===== config.mk =====
export PLATFORM = sky130hd
export DESIGN_NAME = date_setter_flat
export DESIGN_NICKNAME = d
export VERILOG_FILES = /design/src/rtl/date_setter_pkg.sv /design/src/rtl/date_setter_if.sv /design/src/rtl/date_setter.sv /design/src/flat_wrapper.sv
export SDC_FILE = /design/constraint.sdc
export NUM_CORES = 1
export LEC_CHECK = 0
export ABC_AREA = 1
export CAP_MARGIN = 15
export CORE_ASPECT_RATIO = 0.6
export CORE_MARGIN = 4
export CORE_UTILIZATION = 66
export CTS_CLUSTER_DIAMETER = 150
export CTS_CLUSTER_SIZE = 16
export DETAILED_ROUTE_END_ITERATION = 10
export GPL_TIMING_DRIVEN = 0
export PLACE_DENSITY = 0.88
export SYNTH_ARGS = -nofsm -noshare
export SYNTH_HDL_FRONTEND = slang
export SYNTH_SLANG_ARGS = --single-unit

===== constraint.sdc =====
create_clock -name clk -period 18.4 [get_ports clk]
set_input_delay 3.68 -clock clk [delete_from_list [all_inputs] [get_ports clk]]
set_output_delay 3.68 -clock clk [all_outputs]
set_load 0.02 [all_outputs]

===== src/rtl/date_setter_pkg.sv =====
// Shared calendar widths, editor FSM states and calendar-rule helpers.
// The date counter imports the same functions so both blocks agree on month lengths.
package date_pkg;

  localparam int YEAR_W  = 14;
  localparam int MONTH_W = 4;
  localparam int DAY_W   = 5;
  localparam int DATE_W  = 23;

  typedef enum logic [2:0] {
    ST_IDLE,
    ST_ED_YEAR,
    ST_ED_MONTH,
    ST_ED_DAY,
    ST_COMMIT
  } state_e;

  function automatic logic is_leap(input logic [YEAR_W-1:0] year);
    logic leap;
    leap = ((year % 14'd4 == 14'd0) && (year % 14'd100 != 14'd0)) ||
           (year % 14'd400 == 14'd0);
    return leap;
  endfunction

  function automatic logic [DAY_W-1:0] days_in_month(input logic [YEAR_W-1:0]  year,
                                                     input logic [MONTH_W-1:0] month);
    logic [DAY_W-1:0] dim;
    case (month)
      4'd2:                      dim = is_leap(year) ? 5'd29 : 5'd28;
      4'd4, 4'd6, 4'd9, 4'd11:   dim = 5'd30;
      default:                   dim = 5'd31;
    endcase
    return dim;
  endfunction

endpackage


===== src/rtl/date_setter_if.sv =====
// Key pulses, live date and load port between the debouncer, the editor and the date counter.
interface date_setter_if;
  import date_pkg::*;

  logic              key_mode;
  logic              key_next;
  logic              key_up;
  logic              key_down;
  logic [DATE_W-1:0] cur_date;
  logic              set_date;
  logic [DATE_W-1:0] bin_date;
  logic              editing;
  logic [1:0]        field;

  modport master (
    output key_mode, key_next, key_up, key_down, cur_date,
    input  set_date, bin_date, editing, field
  );

  modport slave (
    input  key_mode, key_next, key_up, key_down, cur_date,
    output set_date, bin_date, editing, field
  );
endinterface


===== src/rtl/date_setter.sv =====
// Date editor: walks a cursor over year/month/day, keeps every intermediate date
// legal, and strobes set_date with the edited word on commit.
//
// state       | meaning
// ST_IDLE     | not editing, bin_date holds last edit value
// ST_ED_YEAR  | cursor on year
// ST_ED_MONTH | cursor on month
// ST_ED_DAY   | cursor on day
// ST_COMMIT   | one-cycle set_date strobe
module date_setter
  import date_pkg::*;
#(
  parameter int          YEAR_MAX    = 9999,
  parameter logic [31:0] TIMEOUT_CYC = 32'd50_000_000
) (
  input  logic         clk,
  input  logic         rst,
  date_setter_if.slave bus
);

  localparam logic [YEAR_W-1:0] YMAX = YEAR_W'(YEAR_MAX);

  state_e             state_q, state_d;
  logic [YEAR_W-1:0]  year_q, year_d;
  logic [MONTH_W-1:0] month_q, month_d;
  logic [DAY_W-1:0]   day_q, day_d;
  logic [31:0]        cnt_q, cnt_d;

  logic [YEAR_W-1:0]  cur_y, san_y, new_y;
  logic [MONTH_W-1:0] cur_m, san_m, new_m;
  logic [DAY_W-1:0]   cur_d, san_d, new_d, dim_san, dim_new;
  logic               in_edit, any_key;

  always_ff @(posedge clk or negedge rst) begin
    if (!rst) begin
      state_q <= ST_IDLE;
      year_q  <= 14'd1;
      month_q <= 4'd1;
      day_q   <= 5'd1;
      cnt_q   <= 32'd0;
    end else begin
      state_q <= state_d;
      year_q  <= year_d;
      month_q <= month_d;
      day_q   <= day_d;
      cnt_q   <= cnt_d;
    end
  end

  always_comb begin
    state_d = state_q;
    year_d  = year_q;
    month_d = month_q;
    day_d   = day_q;
    new_y   = year_q;
    new_m   = month_q;
    new_d   = day_q;
    dim_new = days_in_month(year_q, month_q);

    in_edit = (state_q == ST_ED_YEAR) || (state_q == ST_ED_MONTH) || (state_q == ST_ED_DAY);
    any_key = bus.key_mode || bus.key_next || bus.key_up || bus.key_down;

    // Live date may be garbage (e.g. after power-up), so force it legal on capture.
    cur_y   = bus.cur_date[DATE_W-1 -: YEAR_W];
    cur_m   = bus.cur_date[DAY_W +: MONTH_W];
    cur_d   = bus.cur_date[DAY_W-1:0];
    san_y   = (cur_y == 14'd0) ? 14'd1 : ((cur_y > YMAX) ? YMAX : cur_y);
    san_m   = ((cur_m == 4'd0) || (cur_m > 4'd12)) ? 4'd1 : cur_m;
    dim_san = days_in_month(san_y, san_m);
    san_d   = (cur_d == 5'd0) ? 5'd1 : ((cur_d > dim_san) ? dim_san : cur_d);

    case (state_q)
      ST_IDLE: begin
        if (bus.key_mode) begin
          year_d  = san_y;
          month_d = san_m;
          day_d   = san_d;
          state_d = ST_ED_YEAR;
        end
      end
      ST_COMMIT: state_d = ST_IDLE;
      default: begin
        if (bus.key_mode) begin
          state_d = ST_COMMIT;
        end else if (bus.key_next) begin
          case (state_q)
            ST_ED_YEAR:  state_d = ST_ED_MONTH;
            ST_ED_MONTH: state_d = ST_ED_DAY;
            default:     state_d = ST_ED_YEAR;
          endcase
        end else if (bus.key_up || bus.key_down) begin
          // Wrap is decided before the add/sub so nothing spills past the field width.
          case (state_q)
            ST_ED_YEAR:
              if (bus.key_up) new_y = (year_q >= YMAX) ? 14'd1 : year_q + 14'd1;
              else            new_y = (year_q <= 14'd1) ? YMAX : year_q - 14'd1;
            ST_ED_MONTH:
              if (bus.key_up) new_m = (month_q >= 4'd12) ? 4'd1 : month_q + 4'd1;
              else            new_m = (month_q <= 4'd1) ? 4'd12 : month_q - 4'd1;
            default:
              if (bus.key_up) new_d = (day_q >= dim_new) ? 5'd1 : day_q + 5'd1;
              else            new_d = (day_q <= 5'd1) ? dim_new : day_q - 5'd1;
          endcase
          dim_new = days_in_month(new_y, new_m);
          year_d  = new_y;
          month_d = new_m;
          day_d   = (new_d > dim_new) ? dim_new : new_d;
        end else if (cnt_q >= TIMEOUT_CYC - 32'd1) begin
          state_d = ST_IDLE;
        end
      end
    endcase

    cnt_d = (!in_edit || any_key || (state_d != state_q)) ? 32'd0 : cnt_q + 32'd1;
  end

  assign bus.set_date = (state_q == ST_COMMIT);
  assign bus.bin_date = {year_q, month_q, day_q};
  assign bus.editing  = (state_q == ST_ED_YEAR) || (state_q == ST_ED_MONTH) ||
                        (state_q == ST_ED_DAY);
  assign bus.field    = (state_q == ST_ED_YEAR)  ? 2'd0 :
                        (state_q == ST_ED_MONTH) ? 2'd1 :
                        (state_q == ST_ED_DAY)   ? 2'd2 : 2'd3;

endmodule


===== src/flat_wrapper.sv =====
// flat-port wrapper written by rule: the top's interface ports become plain ports
module date_setter_flat import date_pkg::*;
#(
  parameter int          YEAR_MAX    = 9999,
  parameter logic [31:0] TIMEOUT_CYC = 32'd50_000_000
)
  (clk, rst, bus_key_mode, bus_key_next, bus_key_up, bus_key_down, bus_cur_date, bus_set_date, bus_bin_date, bus_editing, bus_field);
  date_setter_if bus_i ();
  input  logic clk;
  input  logic rst;
  input wire logic [$bits(bus_i.key_mode)-1:0] bus_key_mode;
  input wire logic [$bits(bus_i.key_next)-1:0] bus_key_next;
  input wire logic [$bits(bus_i.key_up)-1:0] bus_key_up;
  input wire logic [$bits(bus_i.key_down)-1:0] bus_key_down;
  input wire logic [$bits(bus_i.cur_date)-1:0] bus_cur_date;
  output wire logic [$bits(bus_i.set_date)-1:0] bus_set_date;
  output wire logic [$bits(bus_i.bin_date)-1:0] bus_bin_date;
  output wire logic [$bits(bus_i.editing)-1:0] bus_editing;
  output wire logic [$bits(bus_i.field)-1:0] bus_field;
  assign bus_i.key_mode = bus_key_mode;
  assign bus_i.key_next = bus_key_next;
  assign bus_i.key_up = bus_key_up;
  assign bus_i.key_down = bus_key_down;
  assign bus_i.cur_date = bus_cur_date;
  assign bus_set_date = bus_i.set_date;
  assign bus_bin_date = bus_i.bin_date;
  assign bus_editing = bus_i.editing;
  assign bus_field = bus_i.field;
  date_setter #(.YEAR_MAX(YEAR_MAX), .TIMEOUT_CYC(TIMEOUT_CYC)) u_core (.clk(clk), .rst(rst), .bus(bus_i));
endmodule

**After elaboration in Yosys (flattened, before gate mapping)**

Cells that the tools add are included.

- Bitwise gates (word level): 1
- Reduce and logical (&&, ||, !) cells: 36
- Magnitude comparators: 11
- Add/subtract/negate cells: 7
- Eq/ne operators: 23
- Div/mod/pow operators: 6
- Multiplexer cells: 66

Operators with widths:

| operator | count |
|---|---|
| two-way mux 14 bit | 14 |
| zero test 14 bit | 7 |
| two-way mux 5 bit | 19 |
| two-way mux 4 bit | 13 |
| modulo 14 x 7 -> 14 bit, second input constant | 3 |
| modulo 14 x 9 -> 14 bit, second input constant | 3 |
| nonzero test 14 bit | 3 |
| one-hot mux 5 bit (2 select lines) | 4 |
| adder 32 x 1 -> 32 bit, second input constant | 1 |
| greater-or-equal comparator 32 x 26 -> 1 bit, second input constant | 1 |
| two-way mux 32 bit | 1 |
| one-hot mux 14 bit (2 select lines) | 1 |
| equality test 4 x 3 -> 1 bit, second input constant | 6 |
| equality test 4 bit, second input constant | 6 |
| two-way mux 3 bit | 5 |
| adder 14 x 1 -> 14 bit, second input constant | 1 |
| greater-or-equal comparator 14 bit, second input constant | 1 |
| > comparator 14 bit, second input constant | 1 |
| <= comparator 14 x 1 -> 1 bit, second input constant | 1 |
| subtractor 14 x 1 -> 14 bit, second input constant | 1 |
| equality test 4 x 2 -> 1 bit, second input constant | 3 |
| logical OR 1 bit | 12 |
| OR reduction 4 bit | 3 |
| > comparator 5 bit | 2 |
| other kinds (29) | 38 |

- Input port bits: 29
- Register bits after elaboration: 58
- Output and inout bits: 27

**Longest topological paths before layout**

Gate-level depths: netlist (run 1).

- Depth after elaboration: 24
- Gate-level depth with buffers: 70
- Gate-level depth less buffers: 69

**Least setup slack after synthesis (run 1)**

No wires, ideal clock.

- Path type: input to register
- Start: input bus_cur_date[16]
- End: register u_core.day_q[0]
- Buffers on the path: 0
- Data required time: 18.324 ns
- Stages on the path: 63
- Arrival: 9.288 ns
- Slack: 9.036 ns
- Cell sequence: inv_1 -> nand2_1 -> nor2_1 -> o21ai_1 -> nand2_2 -> inv_4 -> nor2_4 -> inv_2 -> nor2_1 -> nand2_1 -> nand2_2 -> nand2_4 -> xor2_2 -> nand3_1 -> nand2_2 -> inv_2 -> nand2_2 -> nand2_4 -> [27 not listed] -> nand2_2 -> nand2_2 -> nand2_1 -> nand2_1 -> nand2_1 -> nor2_1 -> nand2_1 -> nand2_1 -> a21boi_0 -> ha_1 -> nand2_1 -> inv_1 -> nor4_1 -> nor2_1 -> a211oi_1 -> a21oi_1 -> nand2_1 -> nand2_1

- Longest elaborated chain between the ends: 14
- Elaborated cells on any way between the ends: 18

Ends and longest elaborated chain:

| item | RTL line | RTL |
|---|---|---|
| from (decl) | flat_wrapper.sv:15 | `input wire logic [$bits(bus_i.cur_date)-1:0] bus_cur_date;` |
| > comparator 14 bit | date_setter.sv:67 | `san_y = (cur_y == 14'd0) ? 14'd1 : ((cur_y > YMAX) ? YMAX : cur_y);` |
| two-way mux 14 bit | date_setter.sv:67 |  |
| two-way mux 14 bit * | date_setter.sv:67 |  |
| modulo 14 x 7 -> 14 bit | date_setter_pkg.sv:20 | `leap = ((year % 14'd4 == 14'd0) && (year % 14'd100 != 14'd0)) \|\|` |
| nonzero test 14 bit | date_setter_pkg.sv:20 |  |
| logical AND 1 bit | date_setter_pkg.sv:20 |  |
| logical OR 1 bit * | date_setter_pkg.sv:20 |  |
| two-way mux 1 bit * | date_setter_pkg.sv:29 | `4'd2: dim = is_leap(year) ? 5'd29 : 5'd28;` |
| one-hot mux 5 bit (2 select lines) * | date_setter_pkg.sv:28 | `case (month)` |
| > comparator 5 bit | date_setter.sv:70 | `san_d = (cur_d == 5'd0) ? 5'd1 : ((cur_d > dim_san) ? dim_san : cur_d);` |
| two-way mux 5 bit * (2 in a row) | date_setter.sv:70 |  |
| two-way mux 5 bit * | date_setter.sv:74 | `if (bus.key_mode) begin` |
| one-hot mux 5 bit (2 select lines) * | date_setter.sv:72 | `case (state_q)` |
| to (signal assigned) | date_setter.sv:45 | `day_q <= day_d;` |
| to (decl) | date_setter.sv:26 | `logic [DAY_W-1:0] day_q, day_d;` |

Mark *: on every way between the ends. The rest lies on a longest branch, timed or not. The select of a mux whose other input is x is not followed.
A chain may end at the register's enable or synchronous reset.

**Worst setup path in the final report (run 1)**

- Start: input bus_cur_date[15]
- End: register u_core.day_q[0]

The elaborated chain is that of the path after synthesis.

==> results, run 1 <==
- Detailed routing inserted a total of between 9000 and 10000 vias.
- The initial antenna violation count came to 0.
- Setup slack on the critical path of the routed design comes to 7800 ps.
- Of the total synthesized cell area, the portion taken by XOR and XNOR cells is 0.0391.
- In this run the deepest clock path goes through 2 buffers.
- In this run the clock root is driven by a clkbuf_16.
- The transition time of the tightest slew-check pin is 789 ps.
- Max-cap violations in this run came to 0.
- The final count of pins violating max slew is 0.
- Setup repair after global routing left no endpoint under its margin.
- The maximum operating frequency is about 94 MHz.
- In the detailed route, the total length drawn on met3 is between 2000 and 3000 um.
- The number of placement rows is 31.
- Summing all non-filler instances in the final layout gives an area of around 9300 um2.
- In this run the number of H-tree levels came out at 3.
- The portion of synthesized area spent on multiplexers is 0.
- The first global-routing pass estimated around 40000 um of wire.
- Entering global routing, the biggest net connects 35 pins.
- The die height is 94.3 um.
- The synthesized design contains just under 60 register bits.
- STA classifies the critical path endpoint as a flop.
- In this run, synthesis inferred 0 flip-flops with an integrated enable.
- Tracing the worst setup path back leads to its startpoint at bus_cur_date[15].
- Of the total synthesized cell area, the portion taken by AND, OR, NAND and NOR gates is 0.496.
- The worst hold path belongs to the class flop to flop.
- On the worst path, the slowest cell contributes a delay of roughly 540 ps.
- The most frequent standard cell in the layout excluding fill and tap cells is nand2_1.
- Dividing the detail-routed wire length by the instance count gives roughly 15 um.
- The library cells used most frequently in the layout, excluding fill and tap cells, are nand2_1 (355), inv_1 (176), nor2_1 (142).
- The core footprint is 12100 um2.
- The antenna violation net count after detailed routing is 0.
- The critical path is of the input pin to flop type.
- In this run, post-CTS repair resized a total of 0 instances.
- After technology mapping, the gate count stands at ~1400.
- Yosys printed 0 warnings.
- The compound-cell area share of the yosys netlist came to 0.136.
- Averaged over all synthesized cells, the footprint is about 6 um2.
- The count of unique library cells instantiated by Yosys is 60.
- The DRC violation count after routing is 0.
- After layout, the minimum clock period comes to 10600 ps.
- The first TritonRoute pass finished after 7 iterations.
- The worst-case reg-to-reg path depth is 64.
- By instance count, the cell type seen most on the critical path is nand2_1.
- The final number of hold-violating endpoints came to 0.
- The post-synthesis share of cell area spent on full adders, half adders and majority gates is 0.0336.
- Measured along the x axis, the die boundary spans between 150 and 200 um.
- Across every metal layer, demand over resource in global routing totals 0.336.
- Compared with the post-synthesis result, the final layout area differs by 13.5%.
- At the worst endpoint, the arrival time is about 11000 ps.
- The remaining global-route overflow is 0.
- The wire-length estimate of the detail-placed layout is ~19000 um.
- The final layout contains routed wiring with a total length of 24200 um.
- The via count of the first global-routing pass is 8458.
- After synthesis the cells add up to 8190 um2.
- The critical register-to-register path endpoint is u_core.day_q[0].
- The source of the worst hold timing path is u_core.cnt_q[0].
- The terminating pin of the worst hold path is u_core.cnt_q[0].
- Among all stages on the critical path, the largest delay is contributed by nor4_1.
- Buffers inserted during clock tree synthesis total 9.
- For this run, the leading register cell type out of synthesis is dfrtp_1.
- The count of endpoints failing setup in the final report is 0.
- Prior to clock tree synthesis, the placed netlist has a worst setup slack of about 7600 ps.
- The repair_antennas step left the layout with diodes totalling 0.
- The count of buffers added on input and output ports is 54.
- CTS saw 58 sinks.
- In this run the worst path has a maximum fanout of 8.
- The final clock period utilization by the worst path is 0.576.
- The clock transition at the registers of the reported paths is around 60 ps.
- The share of the Yosys chip area taken by registers is 0.178.
- In this run the critical register-to-register path is launched from u_core.year_q[10].
- For this design, the CTS-stage hold fixing added 0 buffers.
- The proportion of layout cells with a drive suffix above 1 is 0.146.
- In the routed layout, each cell is associated on average with a via count of slightly below 6.
- After detailed routing, no signal wire sits above met4.
- The clock arrives with approximately 8.3 ps of skew.
- Counting flops with an async set or reset pin after synthesis yields a share of 1.00.
- The detailed router's first-iteration violation count is around 1100.
- The effective utilization at floorplan is 0.677.
- The die covers between 10000 and 15000 um2.
- The headroom to the max-slew limit is 0.473.
- The depth of the worst hold-timing path is 1.
- The final weighted congestion of routability-driven global placement is 1.04.
- The clock latency on the worst-skew pair is between 300 and 400 ps.
- The number of buffers inserted by post-CTS setup repair is 0.
- The routed length on met1 is 10900 um.
- The layout filler cell count is 1016.
- The met2 routed wirelength is 9830 um.
- The final setup TNS is 0 ps.
- The run finished with clean final reports.
- The worst setup slack for register-to-register paths is approximately 10000 ps.
- The dominant combinational cell family by area after synthesis is simple AND/OR/NAND/NOR gates.
- The final-layout worst hold slack is 464 ps.
- The total placed instance area is between 8000 and 9000 um2.
- The sort of element at the start of the critical path is an input pin.
- In the final design database the tool counted about 1500 nets.
- The TritonCTS clock tree is built.
- The worst endpoint required time is between 15000 and 20000 ps.
- Pin placement for this block handled between 50 and 60 I/O pins.
-- logic make-up (layout without fill, tap and decap cells) --
| family | after synthesis | after routing |
|---|---|---|
| buffers and inverters | 234 | 305 |
| DFF | 58 | 58 |
| AOI/OAI and AO/OA | 190 | 190 |
| xor gates and xnor gates | 34 | 34 |
| other | 1 | 6 |
| and+or+nand+nor | 819 | 819 |
| adders and majority gates | 22 | 22 |
-- critical path: cells and delay by family --
kind | cells | cell delay (ps)
AND/OR/NAND/NOR | 42 | 4440
buffers and inverters | 9 | 880
AO/OA/AOI/OAI | 6 | 1180
XOR/XNOR | 1 | 250
adder cells (fa/ha/maj) | 2 | 450
-- metrics by stage --
stage	util	instances
after CTS	0.768	1599
after floorplan	-	1363
after detailed placement	0.741	1583
after global routing	0.768	1599
after global placement	0.740	1582
final	0.768	1599
-- final cells by class --
class | instances | area (um2) | share of cell area
Multi-Input combinational cell | 1071 | 5790 | 0.623
Tap cell | 165 | 206 | 0.0222
Buffer | 29 | 190 | 0.0205
Inverter | 205 | 774 | 0.0833
Sequential cell | 58 | 1460 | 0.156
Clock inverter | 7 | 101 | 0.0109
Timing Repair Buffer | 55 | 556 | 0.0597
Clock buffer | 9 | 225 | 0.0242
-- metal layers --
metal	vias to the layer above	global-route usage
met5	-	0
li1	4530	-
met1	4166	0.479
met4	0	0.102
met2	538	0.503
met3	73	0.0824
-- registers in the layout, summed over array words and instances, names as in the netlist --
| name | count |
|---|---|
| u_core.cnt_q | 32 |
| u_core.year_q | 14 |
| u_core.day_q | 5 |
| u_core.month_q | 4 |
| u_core.state_q | 3 |
-- worst max-delay path by stage --
| stage | end | slack, ps |
|---|---|---|
| after floorplan | u_core.day_q[0] | 9040 |
| after global placement | u_core.day_q[0] | 7730 |
| after detailed placement | u_core.day_q[0] | 7570 |
| after CTS | u_core.day_q[0] | 7890 |
| after global routing | u_core.day_q[0] | 6920 |
| final | u_core.day_q[0] | 7800 |
-- cells in the mapped netlist (3+ instances only) --
library cell | n | area [um2]
a31oi_1 | 6 | 37.5
and2_1 | 3 | 18.8
nor4_1 | 12 | 75.1
ha_1 | 22 | 275
dfstp_2 | 3 | 78.8
xnor2_1 | 6 | 52.6
clkbuf_1 | 15 | 56.3
nand4_2 | 7 | 87.6
nand3b_1 | 4 | 30.0
a22oi_1 | 5 | 37.5
buf_6 | 8 | 90.1
o21ai_1 | 14 | 70.1
nand3_4 | 3 | 52.6
nand2_4 | 24 | 270
a21boi_0 | 3 | 22.5
o22ai_1 | 3 | 18.8
inv_1 | 176 | 661
nand3_2 | 13 | 130
nor2_2 | 12 | 75.1
clkinv_1 | 3 | 11.3
nor3_1 | 21 | 105
nand2_2 | 65 | 407
nand2_1 | 355 | 1330
a21oi_1 | 49 | 245
xor2_1 | 25 | 219
o31ai_1 | 3 | 22.5
nor3b_1 | 7 | 52.6
o211ai_1 | 11 | 82.6
a211oi_1 | 4 | 30.0
nor2_4 | 12 | 135
nor2_1 | 142 | 533
o21ai_0 | 70 | 350
a21oi_2 | 3 | 26.3
nand4_1 | 23 | 144
nand3_1 | 112 | 561
o311ai_0 | 3 | 26.3
dfrtp_1 | 55 | 1380
xor2_2 | 3 | 48.8
inv_2 | 24 | 90.1
Power of run 1 is left out: the tool's default activity adds up to more than one toggle a clock period on the data nets, which glitch-free logic cannot reach.
==> inputs of run 2 (changes only) <==
--- a/config.mk
+++ b/config.mk
@@ -9,12 +9,12 @@
 export CAP_MARGIN = 15
 export CORE_ASPECT_RATIO = 0.6
 export CORE_MARGIN = 4
-export CORE_UTILIZATION = 66
+export CORE_UTILIZATION = 56
 export CTS_CLUSTER_DIAMETER = 150
 export CTS_CLUSTER_SIZE = 16
 export DETAILED_ROUTE_END_ITERATION = 10
 export GPL_TIMING_DRIVEN = 0
-export PLACE_DENSITY = 0.88
+export PLACE_DENSITY = 0.79
 export SYNTH_ARGS = -nofsm -noshare
 export SYNTH_HDL_FRONTEND = slang
 export SYNTH_SLANG_ARGS = --single-unit
==> constraint.sdc (replaced) <==
create_clock -name clk -period 8.6 [get_ports clk]
set_input_delay 1.72 -clock clk [delete_from_list [all_inputs] [get_ports clk]]
set_output_delay 1.72 -clock clk [all_outputs]
set_load 0.02 [all_outputs]
==> run 2 against run 1 <==
Against the previous run:
- global-route usage fell by 4.7 points
- design area rose by 2.1%
- sequential cell count did not move
- core utilization fell by 9.0 points
- worst setup slack got worse by 7400 ps
- wire length fell by 0.77%
- highest routed layer unchanged
- non-clock buffer count rose by 6
- worst hold slack improved by 3.7 ps
- cell count rose by 2.1%
- largest cell class unchanged
- register-to-register slack got worse by 9500 ps
==> results, run 2 (synthesis results as in run 1) <==
- The flow ran to the end, and the final reports show no timing, DRC or antenna violations.
- The area of all placed cells without fillers is approximately 9500 um2.
- The final count of pins violating max slew is 0.
- The clock latency on the worst-skew pair is about 340 ps.
- The total routing resource utilization after global routing is 0.289.
- Along the worst path, the maximum fanout reaches 6.
- Counting tap cells, the placed design contains a total of between 1500 and 2000 instances.
- The post-detailed-route via-to-cell ratio is 5.59.
- Leaving out fill and tap cells, the most frequent cell in the layout is nand2_1.
- The maximum number of pins on one net before global-route repair is 36.
- The number of max-cap violations is 0.
- The worst endpoint required time is between 8000 and 9000 ps.
- For this block, the initial DRC count from the detailed router was 1041.
- The effective utilization at floorplan is 0.585.
- The number of nets in the finished design is about 1500.
- The worst setup slack for register-to-register paths is around 1000 ps.
- Grouping stages by cell kind, the critical path spends the most delay in simple AND/OR/NAND/NOR gates.
- The largest registers in the layout are u_core.cnt_q (32), u_core.year_q (14), u_core.day_q (5).
- The sort of element at the start of the critical path is an input pin.
- The arrival time reported for the critical path endpoint is approximately 8500 ps.
- The setup path with the least slack is of type input pin to flop.
- The count of buffers inserted at the top-level ports is 54.
- The floorplan step set the die width to about 160 um.
- The start point of the critical path is bus_cur_date[13].
- The global-route wire length before repair is roughly 40000 um.
- The final weighted congestion of routability-driven global placement is ~1.1.
- The H-tree was split into 3 levels.
- The routed design has between 20000 and 25000 um of wire.
- TritonCTS built the clock tree.
- The die height is 102 um.
- The minimum setup slack after placement is -341 ps.
- Excluding fillers, the count of instances in the completed layout stands at roughly 1600.
- The worst pin sits at a relative slew slack of 0.408.
- The maximum operating frequency is 122 MHz.
- The tightest min-delay check is of the flop to flop type.
- The via count of the first global-routing pass was 8096.
- Summed over all nets, the half-perimeter wirelength after detailed placement is about 19000 um.
- The final number of hold-violating endpoints was 0.
- The minimum clock period after layout is ~8000 ps.
- The largest buffer count on any clock path is 2.
- The core footprint is roughly 14000 um2.
- The number of placement rows is 33.
- The stage delay of the slowest cell on the critical path is slightly above 400 ps.
- The flip-flop count of the largest register after layout is 32.
- The quantity of hold-fixing buffers added after cts is 0.
- In the final routed layout, each cell accounts on average for between 10 and 15 um.
- The top-level port count is 56.
- For the pin with the worst max-slew slack, the measured transition is just under 900 ps.
- Clock skew on the completed layout was measured at about 11 ps.
- The worst register-to-register path begins at u_core.year_q[11].
- The area growth from synthesis to layout is 15.9%.
- The first-pass iteration count of the detailed router is 5.
- The root cell of the clock tree is clkbuf_16.
- The worst-case reg-to-reg path depth is 63.
- The antenna violation net count after detailed routing is 0.
- The critical path contains buffers and inverters numbering 10 combined.
- 0 antenna diodes ended up in the layout.
- The remaining global-route overflow is 0.
- The number of sinks driven by the clock tree is 58.
- Once placement finished, the instance area stood at roughly 9000 um2.
- Detailed routing inserted a total of ~9100 vias.
- The count of endpoints failing setup in the final report is 0.
- The number of buffers inserted during clock tree synthesis is 9.
- The worst setup path endpoint is u_core.day_q[0].
- The initial antenna violation count is 0.
- The number of cells on the critical path is about 60.
- Ranked by flip-flop count, first place goes to u_core.cnt_q.
- The cell with the largest stage delay on the worst path is clkdlybuf4s50_1.
- The clock transition at the registers of the reported paths is 60 ps.
- The worst setup path is captured at a flop.
- The final clock period utilization by the worst path is 0.955.
- The library cell appearing most often on the critical path is nand2_1.
- In the layout the commonest cells are nand2_1 (350), inv_1 (176), nor2_1 (139).
- After detailed routing, the number of remaining DRC violations is 0.
- The critical register-to-register path endpoint is u_core.day_q[0].
- Setup slack on the critical path of the routed design comes to ~390 ps.
- The proportion of layout cells with a drive suffix above 1 is 0.163.
- The core occupancy in the finished layout is 0.678.
- The floorplan step defined a die boundary enclosing 16700 um2.
==> run 2: area by class of cell <==
type                       count  area, um2
multi-input combinational   1071       5930
fill                        1284       4500
sequential                    58       1460
inverter                     205        774
timing repair buffer          61        601
tap                          192        240
clock buffer                   9        225
buffer                        29        191
clock inverter                 7       78.8
==> run 2: repair_timing <==
action	CTS	global route
pin swaps	0	11
setup buffers	0	6
setup endpoints to repair	1	2
resized for setup	1	32
==> run 2: how the worst min path moves through the flow <==
stage | start | to | slack [ps] | cells past startpoint
5_1_grt | u_core.cnt_q[0] | u_core.cnt_q[0] | 510 | 1
3_3_place_gp | u_core.cnt_q[0] | u_core.cnt_q[0] | 460 | 1
6_report | u_core.cnt_q[0] | u_core.cnt_q[0] | 470 | 1
2_1_floorplan | u_core.cnt_q[0] | u_core.cnt_q[0] | 430 | 1
4_1_cts | u_core.cnt_q[0] | u_core.cnt_q[0] | 480 | 1
3_5_place_dp | u_core.cnt_q[0] | u_core.cnt_q[0] | 470 | 1
==> run 2: layer usage <==
metal,vias to the layer above,wire (um),track usage
met5,-,0,0
met2,401,9350,0.393
met1,4140,12000,0.467
met4,0,257,0.0515
li1,4550,-,-
met3,31,2370,0.0590
==> run 2: worst register-to-register path, delay by kind of cell (launching register included) <==
family	cells	cell delay (ps)
AND/OR/NAND/NOR	44	4350
AO/OA/AOI/OAI	7	1210
adder cells (fa/ha/maj)	2	500
buffers and inverters	9	690
XOR/XNOR	1	210
flip-flops	1	540
==> run 2: through the flow <==
stage / hold WS (ps) / TNS (ps)
6_report: 468 / 0
5_1_grt: 514 / -295
4_1_cts: 478 / 0
3_5_place_dp: 471 / -575
3_3_place_gp: 458 / -222
2_1_floorplan: 433 / 0
Power of run 2 is left out for the same reason.
